<file path="src/rtl/rr_skid_arbiter.sv">
`default_nettype none
// ============================================================================
// Module   : rr_skid_arbiter
// Purpose  : Four requesters share a single egress stream. A round-robin
//            arbiter feeds a 2-entry output buffer (main + skid). Egress beats
//            appear one cycle after they are pushed, and the buffer sustains
//            one beat per cycle while the egress is ready.
// Ports    : clk        - rising-edge clock
//            reset      - asynchronous, active-low reset
//            i_valid_i  - per-requester valid            [3:0]
//            i_data_i   - requester k payload at [k*DATA_W +: DATA_W]
//            i_last_i   - per-requester end-of-packet    [3:0]
//            i_ready_o  - per-requester ready (one-hot or zero)
//            e_ready_i  - egress ready
//            e_valid_o  - egress valid
//            e_data_o   - egress payload
//            e_last_o   - egress end-of-packet
//            e_src_o    - requester index of the current egress beat
// Config   : define RR_ARB_LOCK_EN to keep the grant on one requester from the
//            first beat of a packet until its last beat (packet lock).
// Revision : 1.0 - initial release
// ============================================================================
module rr_skid_arbiter #(
  parameter int DATA_W = 8
) (
  input  logic                  clk,
  input  logic                  reset,
  input  logic [3:0]            i_valid_i,
  input  logic [4*DATA_W-1:0]   i_data_i,
  input  logic [3:0]            i_last_i,
  output logic [3:0]            i_ready_o,
  input  logic                  e_ready_i,
  output logic                  e_valid_o,
  output logic [DATA_W-1:0]     e_data_o,
  output logic                  e_last_o,
  output logic [1:0]            e_src_o
);

  typedef enum logic [1:0] {
    ST_EMPTY = 2'd0,
    ST_HALF  = 2'd1,
    ST_FULL  = 2'd2
  } state_t;

  state_t              r_state;
  logic [1:0]          r_ptr;
  logic [DATA_W-1:0]   r_main_data;
  logic                r_main_last;
  logic [1:0]          r_main_src;
  logic [DATA_W-1:0]   r_skid_data;
  logic                r_skid_last;
  logic [1:0]          r_skid_src;

  logic                w_any_valid;
  logic                w_accept;
  logic [1:0]          w_rr_grant;
  logic [1:0]          w_grant;
  logic                w_push;
  logic                w_pop;
  logic [DATA_W-1:0]   w_in_data;
  logic                w_in_last;

  assign w_any_valid = |i_valid_i;
  assign w_accept    = (r_state != ST_FULL);

  // First valid requester at or after r_ptr (mod 4). The loop runs from the
  // farthest offset down so the nearest valid requester is written last.
  always_comb begin
    w_rr_grant = r_ptr;
    for (int i = 3; i >= 0; i--) begin
      if (i_valid_i[r_ptr + 2'(i)]) begin
        w_rr_grant = r_ptr + 2'(i);
      end
    end
  end

`ifdef RR_ARB_LOCK_EN
  logic       r_lock;
  logic [1:0] r_lock_src;

  // While a packet is in flight the grant is pinned to its owner.
  assign w_grant = r_lock ? r_lock_src : w_rr_grant;
`else
  assign w_grant = w_rr_grant;
`endif

  // Ready is a function of buffer state, pointer/lock and valids only, so the
  // egress ready never has a combinational path to the requesters. It is
  // gated by reset so nothing is acknowledged while the block is cleared.
  always_comb begin
    i_ready_o = 4'b0000;
    if (reset && w_any_valid && w_accept) begin
      i_ready_o[w_grant] = 1'b1;
    end
  end

  assign w_in_data = i_data_i[int'(w_grant)*DATA_W +: DATA_W];
  assign w_in_last = i_last_i[w_grant];
  assign w_push    = i_valid_i[w_grant] & i_ready_o[w_grant];
  assign w_pop     = e_valid_o & e_ready_i;

  // Output buffer: main always holds the oldest beat; skid only fills when a
  // push arrives while main is occupied and not leaving.
  always_ff @(posedge clk or negedge reset) begin
    if (!reset) begin
      r_state     <= ST_EMPTY;
      r_main_data <= '0;
      r_main_last <= 1'b0;
      r_main_src  <= 2'd0;
      r_skid_data <= '0;
      r_skid_last <= 1'b0;
      r_skid_src  <= 2'd0;
    end else begin
      case (r_state)
        ST_EMPTY: begin
          if (w_push) begin
            r_state     <= ST_HALF;
            r_main_data <= w_in_data;
            r_main_last <= w_in_last;
            r_main_src  <= w_grant;
          end
        end
        ST_HALF: begin
          if (w_push && !w_pop) begin
            r_state     <= ST_FULL;
            r_skid_data <= w_in_data;
            r_skid_last <= w_in_last;
            r_skid_src  <= w_grant;
          end else if (w_pop && !w_push) begin
            r_state <= ST_EMPTY;
          end else if (w_push && w_pop) begin
            r_main_data <= w_in_data;
            r_main_last <= w_in_last;
            r_main_src  <= w_grant;
          end
        end
        ST_FULL: begin
          if (w_pop) begin
            r_state     <= ST_HALF;
            r_main_data <= r_skid_data;
            r_main_last <= r_skid_last;
            r_main_src  <= r_skid_src;
          end
        end
        default: begin
          r_state <= ST_EMPTY;
        end
      endcase
    end
  end

  // Round-robin pointer (and packet lock when enabled) only move on a push,
  // so idle cycles and withdrawn valids leave the priority untouched.
  always_ff @(posedge clk or negedge reset) begin
    if (!reset) begin
      r_ptr <= 2'd0;
`ifdef RR_ARB_LOCK_EN
      r_lock     <= 1'b0;
      r_lock_src <= 2'd0;
`endif
    end else if (w_push) begin
`ifdef RR_ARB_LOCK_EN
      if (w_in_last) begin
        r_ptr  <= w_grant + 2'd1;
        r_lock <= 1'b0;
      end else begin
        r_lock     <= 1'b1;
        r_lock_src <= w_grant;
      end
`else
      r_ptr <= w_grant + 2'd1;
`endif
    end
  end

  assign e_valid_o = (r_state != ST_EMPTY);
  assign e_data_o  = r_main_data;
  assign e_last_o  = r_main_last;
  assign e_src_o   = r_main_src;

endmodule
`default_nettype wire

</file>
<file path="config.mk">
export PLATFORM = sky130hd
export DESIGN_NAME = rr_skid_arbiter
export DESIGN_NICKNAME = d
export VERILOG_FILES = /design/src/rtl/rr_skid_arbiter.sv
export SDC_FILE = /design/constraint.sdc
export NUM_CORES = 1
export LEC_CHECK = 0
export CAP_MARGIN = 40
export CORE_MARGIN = 5
export CORE_UTILIZATION = 32
export CTS_CLUSTER_DIAMETER = 200
export CTS_CLUSTER_SIZE = 10
export DETAILED_ROUTE_END_ITERATION = 10
export PLACE_DENSITY_LB_ADDON = 0.2
export REMOVE_ABC_BUFFERS = 1
export SLEW_MARGIN = 20
export SYNTH_ARGS = -nofsm -noshare
export SYNTH_HDL_FRONTEND = slang
export SYNTH_SLANG_ARGS = --single-unit
</file>
<file path="constraint.sdc">
create_clock -name clk -period 1.92 [get_ports clk]
set_input_delay 0.48 -clock clk [delete_from_list [all_inputs] [get_ports clk]]
set_output_delay 0.48 -clock clk [all_outputs]
set_load 0.03 [all_outputs]
</file>
# Word level (Yosys, flattened, before mapping)
# Cells that the tools add are included.
# totals
word_cells	89
inputBits	43
regBits	26
# classes
n_mux	44
add_sub_neg	4
bitwise	2
n_eq_ne	9
n_reduce_logical	15
order_cmp	6
shift	1
# ops
operator	count
$mux 8	5
$shiftx 32x6->8	1
$mux 2	13
$pmux 8 s3	1
$lt 2x3->1 const B	5
$bmux 1 s2	7
$mux 1	13
$ne 2x2->1 const B	6
$pmux 2 s3	2
$logic_and 1x1->1	6
$reduce_and 6->1	1
$add 2x1->2 const B	2
$add 2x2->2 const B	2
$mux 4	1
$reduce_or 4->1	1
$ne 3x3->1 const B	1
$pmux 1 s3	1
$reduce_and 3->1	1
$reduce_bool 3->1	1
$and 1x1->1	2
$demux 1 s2	1
$eq 2x1->1 const B	1
$eq 2x2->1 const B	1
$ge 2x1->1 const B	1
4 further kinds	5

# Logic depth before layout (Yosys ltp)
# Gate-level depths: netlist of run 1.
# depth
word_depth	20
depth_mapped	10
depth_no_buf	10

# Worst setup path after synthesis of run 1
# No wires, ideal clock.
# synth_timing
path_kind	input -> register
from	in i_valid_i[2]
to	reg r_main_data[0], in the netlist e_data_o[0]
path_slack_ps	-531
arrival_time_ps	2360
setup_ps	92
cell_stages	8
cell_sequence	o41a_1 > nand2_1 > inv_1 > ha_1 > nor4b_2 > a22oi_4 > buf_4 > o31ai_2
# synth_via
elab_chain_cells	18
elab_cells_between_ends	41
cone_classes	order compare (2); eq/ne (4); shift (1); mux (24); bitwise (1); reduce/logical (9)
# synth_lines
item	line_no	text
from (decl)	28	input logic [3:0] i_valid_i,
$bmux 1 s2	71	if (i_valid_i[r_ptr + 2'(i)]) begin
$mux 1 (not written as such)	71	
$mux 2 (4 in a row)	71	
$lt 2x3->1 (not written as such) / $ge 2x1->1 (equally long branches)	93	i_ready_o[w_grant] = 1'b1;
$logic_and 1x1->1 (not written as such)	93	
$mux 1 (not written as such)	93	
$demux 1 s2	93	
$mux 4	92	if (reset && w_any_valid && w_accept) begin
$bmux 1 s2	99	assign w_push = i_valid_i[w_grant] & i_ready_o[w_grant];
$mux 1 (not written as such)	99	
$and 1x1->1 (*)	99	
net w_push	58	logic w_push;
$logic_not 1->1	129	end else if (w_pop && !w_push) begin
$logic_and 1x1->1	129	
$ne 2x2->1 (no source line)	--	
$reduce_and 6->1 (no source line) (*)	--	
to (signal assigned)	118	r_main_data <= w_in_data;
to (signal assigned)	132	r_main_data <= w_in_data;
to (signal assigned)	140	r_main_data <= r_skid_data;
to (decl)	47	logic [DATA_W-1:0] r_main_data;
# Mark *: on every way through the listed nets, which the timed path passes. The rest lies on a longest branch. The select of a mux whose other input is x is not followed.
# A chain may end at the register's enable or synchronous reset.

# Worst setup path after layout of run 1
# layout_timing
from	reg r_ptr[0]
to	out i_ready_o[1]
# layout_via
elab_chain_cells	12
elab_cells_between_ends	21
cone_classes	add/sub (3); order compare (2); mux (15); reduce/logical (1)
# layout_lines
item	line_no	text
from (decl)	46	logic [1:0] r_ptr;
from (signal assigned)	171	r_ptr <= w_grant + 2'd1;
$add 2x2->2	71, 72	
$bmux 1 s2	71	
$mux 1 (not written as such)	71	
$mux 2 (3 in a row)	71	
$mux 2 (*)	71	
$lt 2x3->1 (not written as such) / $ge 2x1->1 (equally long branches)	93	
$logic_and 1x1->1 (not written as such)	93	
$mux 1 (not written as such)	93	
$demux 1 s2 (*)	93	
$mux 4 (*)	92	
to (decl)	31	output logic [3:0] i_ready_o,
# Every way passes the cells marked *; elsewhere a longest branch is shown, timed or not. The select of a mux whose other input is x is not followed.

==> results.cfg, run 1 <==
[critical_path]
crit_path_frequent_cell = buf_4
r2r.worst_path.cells = 10
regToRegSetupSlack_ns = -0.10
worstReg2RegEnd = r_skid_data[2]$_DFFE_PN0P_
critPathKind = flop to output pin
critPathTopFamily = simple AND/OR/NAND/NOR gates
path_cells = buf_4, nor2b_4, o21a_1, or2_4, nor3_2, buf_4
worst-path-max-fanout = 4
crit_arrival_ns = 1.67
end_kind = output pin
crit_buf_inv = 2
startpoint_type = flop
r2r_start = r_ptr[0]$_DFFE_PN0P_
cpPeakStageDelay_ns = 0.42
slowest_stage = dfrtp_1
cp.required_ns = 1.44

[clocking]
ctsLongestPathBuffers = 2
cts_buffers = 3
htreeDepth = 1
clk_latency_ns = 0.28
cts.sinks = 26
cts-root-buf = clkbuf_8
cts_tree = yes
clk_pin_slew_ns = 0.10

[cells_and_area]
drive_above_1_share = 0.525
layout.nets = 350
area_delta_synth_final_pct = 77.6
diodes = 0

[route]
wl_met1_um = 2600
drt-initial-drc-count = 57
dr.max_layer_used = met4
firstDrtPassIters = 4
avgRoutedWirePerCell_um = 15.9
wl_met2_um = 3050
totalWireLength_um = 5990
num_vias = 1909
antenna_left = 0
drc = 0
viasPerCell = 5.05
wl_met3_um = 265

[timing]
fin_crit_sh = 1.12
slew_headroom = 0.757
setup-violations-final = 17
max_freq_mhz = 466
fin_ws_ns = -0.228
finalClockSkew_ns = 0.00593
period_minus_slack_ns = 2.15
tightest_slew_ns = 0.364
final-hold-violation-count = 0
rsz0062_at_grt = yes
drv_slew = 0

[job]
max_cap_violations = 0

[power_and_ir_drop]
power.total_mw = 5.04
power.leakage_nw = 1.48
seqPwrFrac = 0.197
comb_power_share = 0.711
netSwitchingFraction = 0.432
p_clk_frac = 0.092
p_int_mw = 2.86
power_density_nw_per_um2 = 1450
netSwitchingPower_mw = 2.18
peakVddDrop_v = 0.000594

[logic_synthesis]
synthTopCellsByArea = dfrtp_1 33%, a211oi_2 10%, o31ai_1 6.1%, mux2_2 5.2%, nand2_1 4.8%
synth.distinct_cells = 40
synth-async-reset-ratio = 1.00
syn-mean-instance-area_um2 = 10.1
synth_most_common_cell = dfrtp_1
syn-instance-count = 194
ys_warn_count = 0
synth_top_area_cell = dfrtp_1
syn-cell-area_um2 = 1960
ys_seq_area_frac = 0.332
synth_edf_count = 0
yosysTopAreaCellShare = 0.332
ys_top_cells_by_count = 26 x dfrtp_1, 25 x nand2_1, 21 x inv_1
ys_seq_elements = 26
synth_flop_cell = dfrtp_1

[grt]
antenna_found_initial = 0
grt-ovfl-total = 0
grt_pass1_vias = 1914
grt_pass1_wl_um = 9220
grt_use_total = 0.149
grt_max_degree = 27

[placed_design]
numPortBuffers = 58
place_ws_ns = -0.758
dp_hpwl_um = 4140
routabilityCongestion = 0.793

[die]
dieArea_um2 = 7780
dieHeight_um = 88.2
io_pins = 59
rows = 28
die_x_um = 88.2
core_area_um2 = 5920
initial_utilization = 0.331

[run_status]
outcome = finished with violations
violations = setup timing

[hold_path]
hold_class = input port to asynchronous set/reset pin
[routing by layer]
metal / global-route usage / up-vias
li1: - / 931
met1: 0.194 / 928
met2: 0.260 / 44
met3: 0.0177 / 6
met4: 0.0426 / 0
met5: 0 / -
[power by group through the flow]
| stage | Combinational, mW | Sequential [mW] | Clock (mW) |
|---|---|---|---|
| after floorplan | 1.29 | 1.17 | 0 |
| after global placement | 2.54 | 0.973 | 0 |
| after detailed placement | 2.57 | 0.978 | 0 |
| after CTS | 2.99 | 0.967 | 0.469 |
| after global routing | 3.83 | 1.02 | 0.500 |
| final | 3.58 | 0.991 | 0.463 |
[worst max-delay path by stage]
stage	from	endpoint	cells after the start
2_1_floorplan	i_valid_i[2]	i_ready_o[1]	4
3_3_place_gp	i_valid_i[2]	e_data_o[4]$_DFFE_PN0P_	10
3_5_place_dp	i_valid_i[2]	e_data_o[4]$_DFFE_PN0P_	10
4_1_cts	r_ptr[1]$_DFFE_PN0P_	i_ready_o[3]	5
5_1_grt	r_ptr[0]$_DFFE_PN0P_	i_ready_o[3]	5
6_report	r_ptr[0]$_DFFE_PN0P_	i_ready_o[1]	6
[cell families (layout without fill, tap and decap cells)]
logic type      Yosys count  in the layout  synth area share
xor+xnor                  1              1           0.00447
flops                    26             26             0.332
compound gates           69             69             0.345
mux                      10             10            0.0569
simple gates             50             50             0.130
fa+ha+maj                 3              3            0.0192
buf+inv                  35            144             0.112
[sequential cells by signal, summed over array words and instances (netlist names)]
| register | flops |
|---|---|
| r_skid_src | 2 |
| e_data_o | 8 |
| e_src_o | 2 |
| r_skid_last | 1 |
| e_last_o | 1 |
| r_ptr | 2 |
| r_skid_data | 8 |
| r_state | 2 |
[cell usage in the layout, fill, tap and decap left out, types with 7 or more instances in the layout]
| cell type | n |
|---|---|
| nand2_1 | 16 |
| a211oi_2 | 10 |
| buf_6 | 14 |
| a31oi_1 | 9 |
| a211oi_4 | 9 |
| buf_4 | 46 |
| mux2_2 | 9 |
| clkdlybuf4s50_1 | 47 |
| o31ai_1 | 7 |
| inv_1 | 19 |
| dfrtp_1 | 24 |
[worst reg2reg max path, delay by kind of cell, from the launching register on]
family / cells / cell delay (ns)
buffers and inverters: 5 / 0.64
AO/OA/AOI/OAI: 3 / 0.52
flip-flops: 1 / 0.42
AND/OR/NAND/NOR: 2 / 0.31
[per-stage QoR]
step | hold slack (ns) | area [um^2] | std cells | setup TNS [ns] | utilization
final | 0.218 | 3480 | 378 | -1.29 | 0.587
after global routing | 0.234 | 3480 | 378 | -2.61 | 0.587
after floorplan | 0.184 | 1820 | 180 | -22.72 | -
after global placement | 0.460 | 2800 | 355 | -16.03 | 0.473
after CTS | 0.358 | 3160 | 376 | -1.51 | 0.534
after detailed placement | 0.469 | 2800 | 355 | -16.85 | 0.473
[what timing repair did]
item,CTS,global route
hold endpoints to repair,0,0
hold buffers,0,0
buffers inserted,19,3
pin swaps,27,20
gates cloned,1,1
setup endpoints to repair,30,26
gates resized for setup,61,58
[area by class of cell]
type,instances,area (um^2)
tap,75,93.8
fill,515,2440
inverter,21,78.8
sequential,26,653
multi-input combinational,133,1430
clock inverter,1,30.0
timing repair buffer,119,1150
clock buffer,3,41.3
(Power assumes the default switching activity.)
==> inputs of run 2 (changes only) <==
--- a/config.mk
+++ b/config.mk
@@ -8,6 +8,7 @@
 export CAP_MARGIN = 40
 export CORE_MARGIN = 5
 export CORE_UTILIZATION = 32
+export CTS_BUF_LIST = sky130_fd_sc_hd__clkbuf_4 sky130_fd_sc_hd__clkbuf_8
 export CTS_CLUSTER_DIAMETER = 200
 export CTS_CLUSTER_SIZE = 10
 export DETAILED_ROUTE_END_ITERATION = 10
==> results of run 2 <==
The final DEF is identical to that of run 1; final timing and power are the same.
==> inputs of run 3 (changes only) <==
--- a/config.mk
+++ b/config.mk
@@ -5,9 +5,10 @@
 export SDC_FILE = /design/constraint.sdc
 export NUM_CORES = 1
 export LEC_CHECK = 0
+export ABC_AREA = 1
 export CAP_MARGIN = 40
 export CORE_MARGIN = 5
-export CORE_UTILIZATION = 32
+export CORE_UTILIZATION = 44
 export CTS_BUF_LIST = sky130_fd_sc_hd__clkbuf_4 sky130_fd_sc_hd__clkbuf_8
 export CTS_CLUSTER_DIAMETER = 200
 export CTS_CLUSTER_SIZE = 10
==> run 3 against run 2 <==
Compared with the run above:
- the run still ends with setup timing left
- cell count is 19% higher
- register-to-register slack got worse by 0.31 ns
- sequential share of layout area increased by 0.83 points
- clock power is essentially flat
- synthesized cell count increased by 56%
- fmax shrank 13%
==> results.cfg, run 3 <==
[run_status]
outcome = finished with violations
violations = setup timing

[logic_synthesis]
ys_seq_area_frac = 0.336
synth.distinct_cells = 25
syn-mean-instance-area_um2 = 6.39
synth_top_area_cell = dfrtp_1
synth_most_common_cell = nand2_1
synth-async-reset-ratio = 1.00
yosysTopAreaCellShare = 0.336
syn-instance-count = 303
ys_seq_elements = 26
ys_top_cells_by_count = 149 x nand2_1, 34 x nand3_1, 32 x inv_1
synth_edf_count = 0
syn-cell-area_um2 = 1940
ys_warn_count = 0
synth_flop_cell = dfrtp_1
synthTopCellsByArea = dfrtp_1 34%, nand2_1 29%, nand3_1 8.8%, inv_1 6.2%, nand2_2 4.5%

[clocking]
htreeDepth = 1
cts_buffers = 3
cts_tree = yes
cts-root-buf = clkbuf_8
clk_pin_slew_ns = 0.10
cts.sinks = 26
clk_latency_ns = 0.28
ctsLongestPathBuffers = 2
ctsHoldBuffers = 0

[timing]
fin_crit_sh = 1.28
tightest_slew_ns = 0.359
tns_ns = -8.02
drv_slew = 0
setup-violations-final = 24
finalClockSkew_ns = 0.0111
period_minus_slack_ns = 2.46
hold_ws_ns = 0.352
fin_ws_ns = -0.537
slew_headroom = 0.759
rsz0062_at_grt = yes
max_freq_mhz = 407
final-hold-violation-count = 0

[die]
die_x_um = 76.3
dieHeight_um = 76.3
initial_utilization = 0.448
core_area_um2 = 4320
rows = 24
dieArea_um2 = 5830
io_pins = 59

[critical_path]
startpoint_type = flop
worst-path-max-fanout = 6
slowest_stage = dfrtp_2
cp.required_ns = 1.44
cpPeakStageDelay_ns = 0.45
crit_arrival_ns = 1.98
r2r.worst_path.cells = 20
critPathKind = flop to output pin
end_kind = output pin
path_cells = buf_12, clkinv_8, nand2_2, nand3_2, nand2_2, inv_2, nand2_2, nand2_4, nand2_4, nand2_4, nand2_8, nor3_4, buf_6

[power_and_ir_drop]
power_density_nw_per_um2 = 2220
power.leakage_nw = 1.75
peakVddDrop_v = 0.00105

[placed_design]
numPortBuffers = 58
dp_hpwl_um = 3670
routabilityCongestion = 0.855

[route]
drc = 0
antenna_left = 0
drt-initial-drc-count = 134
viasPerCell = 5.08
num_vias = 2284
totalWireLength_um = 6410
avgRoutedWirePerCell_um = 14.3
firstDrtPassIters = 4

[grt]
grt_use_met1 = 0.260
grt_use_met3 = 0.0272
use_met2 = 0.398
grt_max_degree = 27
antenna_found_initial = 0
grt-ovfl-total = 0
grt_pass1_wl_um = 10500
grt_use_total = 0.215
grt_pass1_vias = 2285
grt-busiest-layer = met2

[cells_and_area]
layout.nets = 445
nFillCells = 329
diodes = 0
drive_above_1_share = 0.362
final_common_cell = nand2_1
area_delta_synth_final_pct = 72.4
final_cell_mix = 116 x nand2_1, 48 x clkdlybuf4s50_1, 38 x nand2_2

[hold_path]
hold_class = input port to asynchronous set/reset pin

[job]
max_cap_violations = 0
## run 3: per-stage QoR
step,worst slack [ns],cell area (um^2),total power [mW],std cells,utilization
after floorplan,-0.718,1850,3.46,292,-
after global placement,-0.619,2660,4.78,422,0.615
after detailed placement,-0.627,2660,4.83,422,0.615
after CTS,-0.421,3180,6.90,444,0.735
after global routing,-0.617,3340,7.98,450,0.772
final,-0.537,3340,7.42,450,0.772
## run 3: what timing repair did
action | CTS | global route
buffers inserted | 15 | 7
cloned | 6 | 0
resized for setup | 87 | 46
endpoints found under the setup margin | 30 | 28
pin swaps | 19 | 23
## run 3: worst max-delay path: cells and delay by family (launching register included)
family	cells	cell delay [ns]
AND/OR/NAND/NOR	9	0.83
flip-flops	1	0.45
buffers and inverters	4	0.43
## run 3: cells by family (layout without fill, tap and decap cells)
| kind of cell | count (synthesis) | count (layout) | share of synthesized area |
|---|---|---|---|
| buffers and inverters | 49 | 144 | 0.123 |
| and+or+nand+nor | 212 | 212 | 0.482 |
| adders and majority gates | 3 | 3 | 0.0194 |
| DFF | 26 | 26 | 0.336 |
| AOI/OAI and AO/OA | 13 | 13 | 0.0394 |
## run 3: final timing paths
| path | slack (ns) | to | from |
|---|---|---|---|
| max in group asynchronous | 1.29 | r_ptr[0]$_DFFE_PN0P_ | reset |
| hold / removal | 0.35 | e_src_o[1]$_DFFE_PN0P_ | reset |
| setup / recovery | -0.54 | i_ready_o[1] | r_ptr[0]$_DFFE_PN0P_ |
| hold reg to reg | 0.48 | e_last_o$_DFFE_PN0P_ | e_last_o$_DFFE_PN0P_ |
| setup reg to reg | -0.41 | e_data_o[1]$_DFFE_PN0P_ | r_ptr[0]$_DFFE_PN0P_ |
| min in group clk | 0.48 | e_last_o$_DFFE_PN0P_ | e_last_o$_DFFE_PN0P_ |
## run 3: where the power goes
part	total (mW)	leakage, nW	internal, mW	switching, mW
Clock	0.461	0.0357	0.279	0.182
Sequential	1.00	0.321	0.825	0.177
Combinational	5.96	1.40	2.74	3.22
## run 3: cell type report
| cell class | instances | area [um^2] | share of cell area |
|---|---|---|---|
| Clock buffer | 3 | 41.3 | 0.0124 |
| Clock inverter | 1 | 30.0 | 0.00900 |
| Inverter | 38 | 170 | 0.0510 |
| Multi-Input combinational cell | 228 | 1320 | 0.396 |
| Sequential cell | 26 | 654 | 0.196 |
| Tap cell | 52 | 65.1 | 0.0195 |
| Timing Repair Buffer | 101 | 1050 | 0.314 |
| Timing Repair inverter | 1 | 7.51 | 0.00225 |
## run 3: layer usage
layer | vias to the layer above | share of wire
met3 | 8 | 0.041
met5 | - | 0
met4 | 0 | 0.0086
li1 | 1123 | -
met2 | 65 | 0.55
met1 | 1088 | 0.40
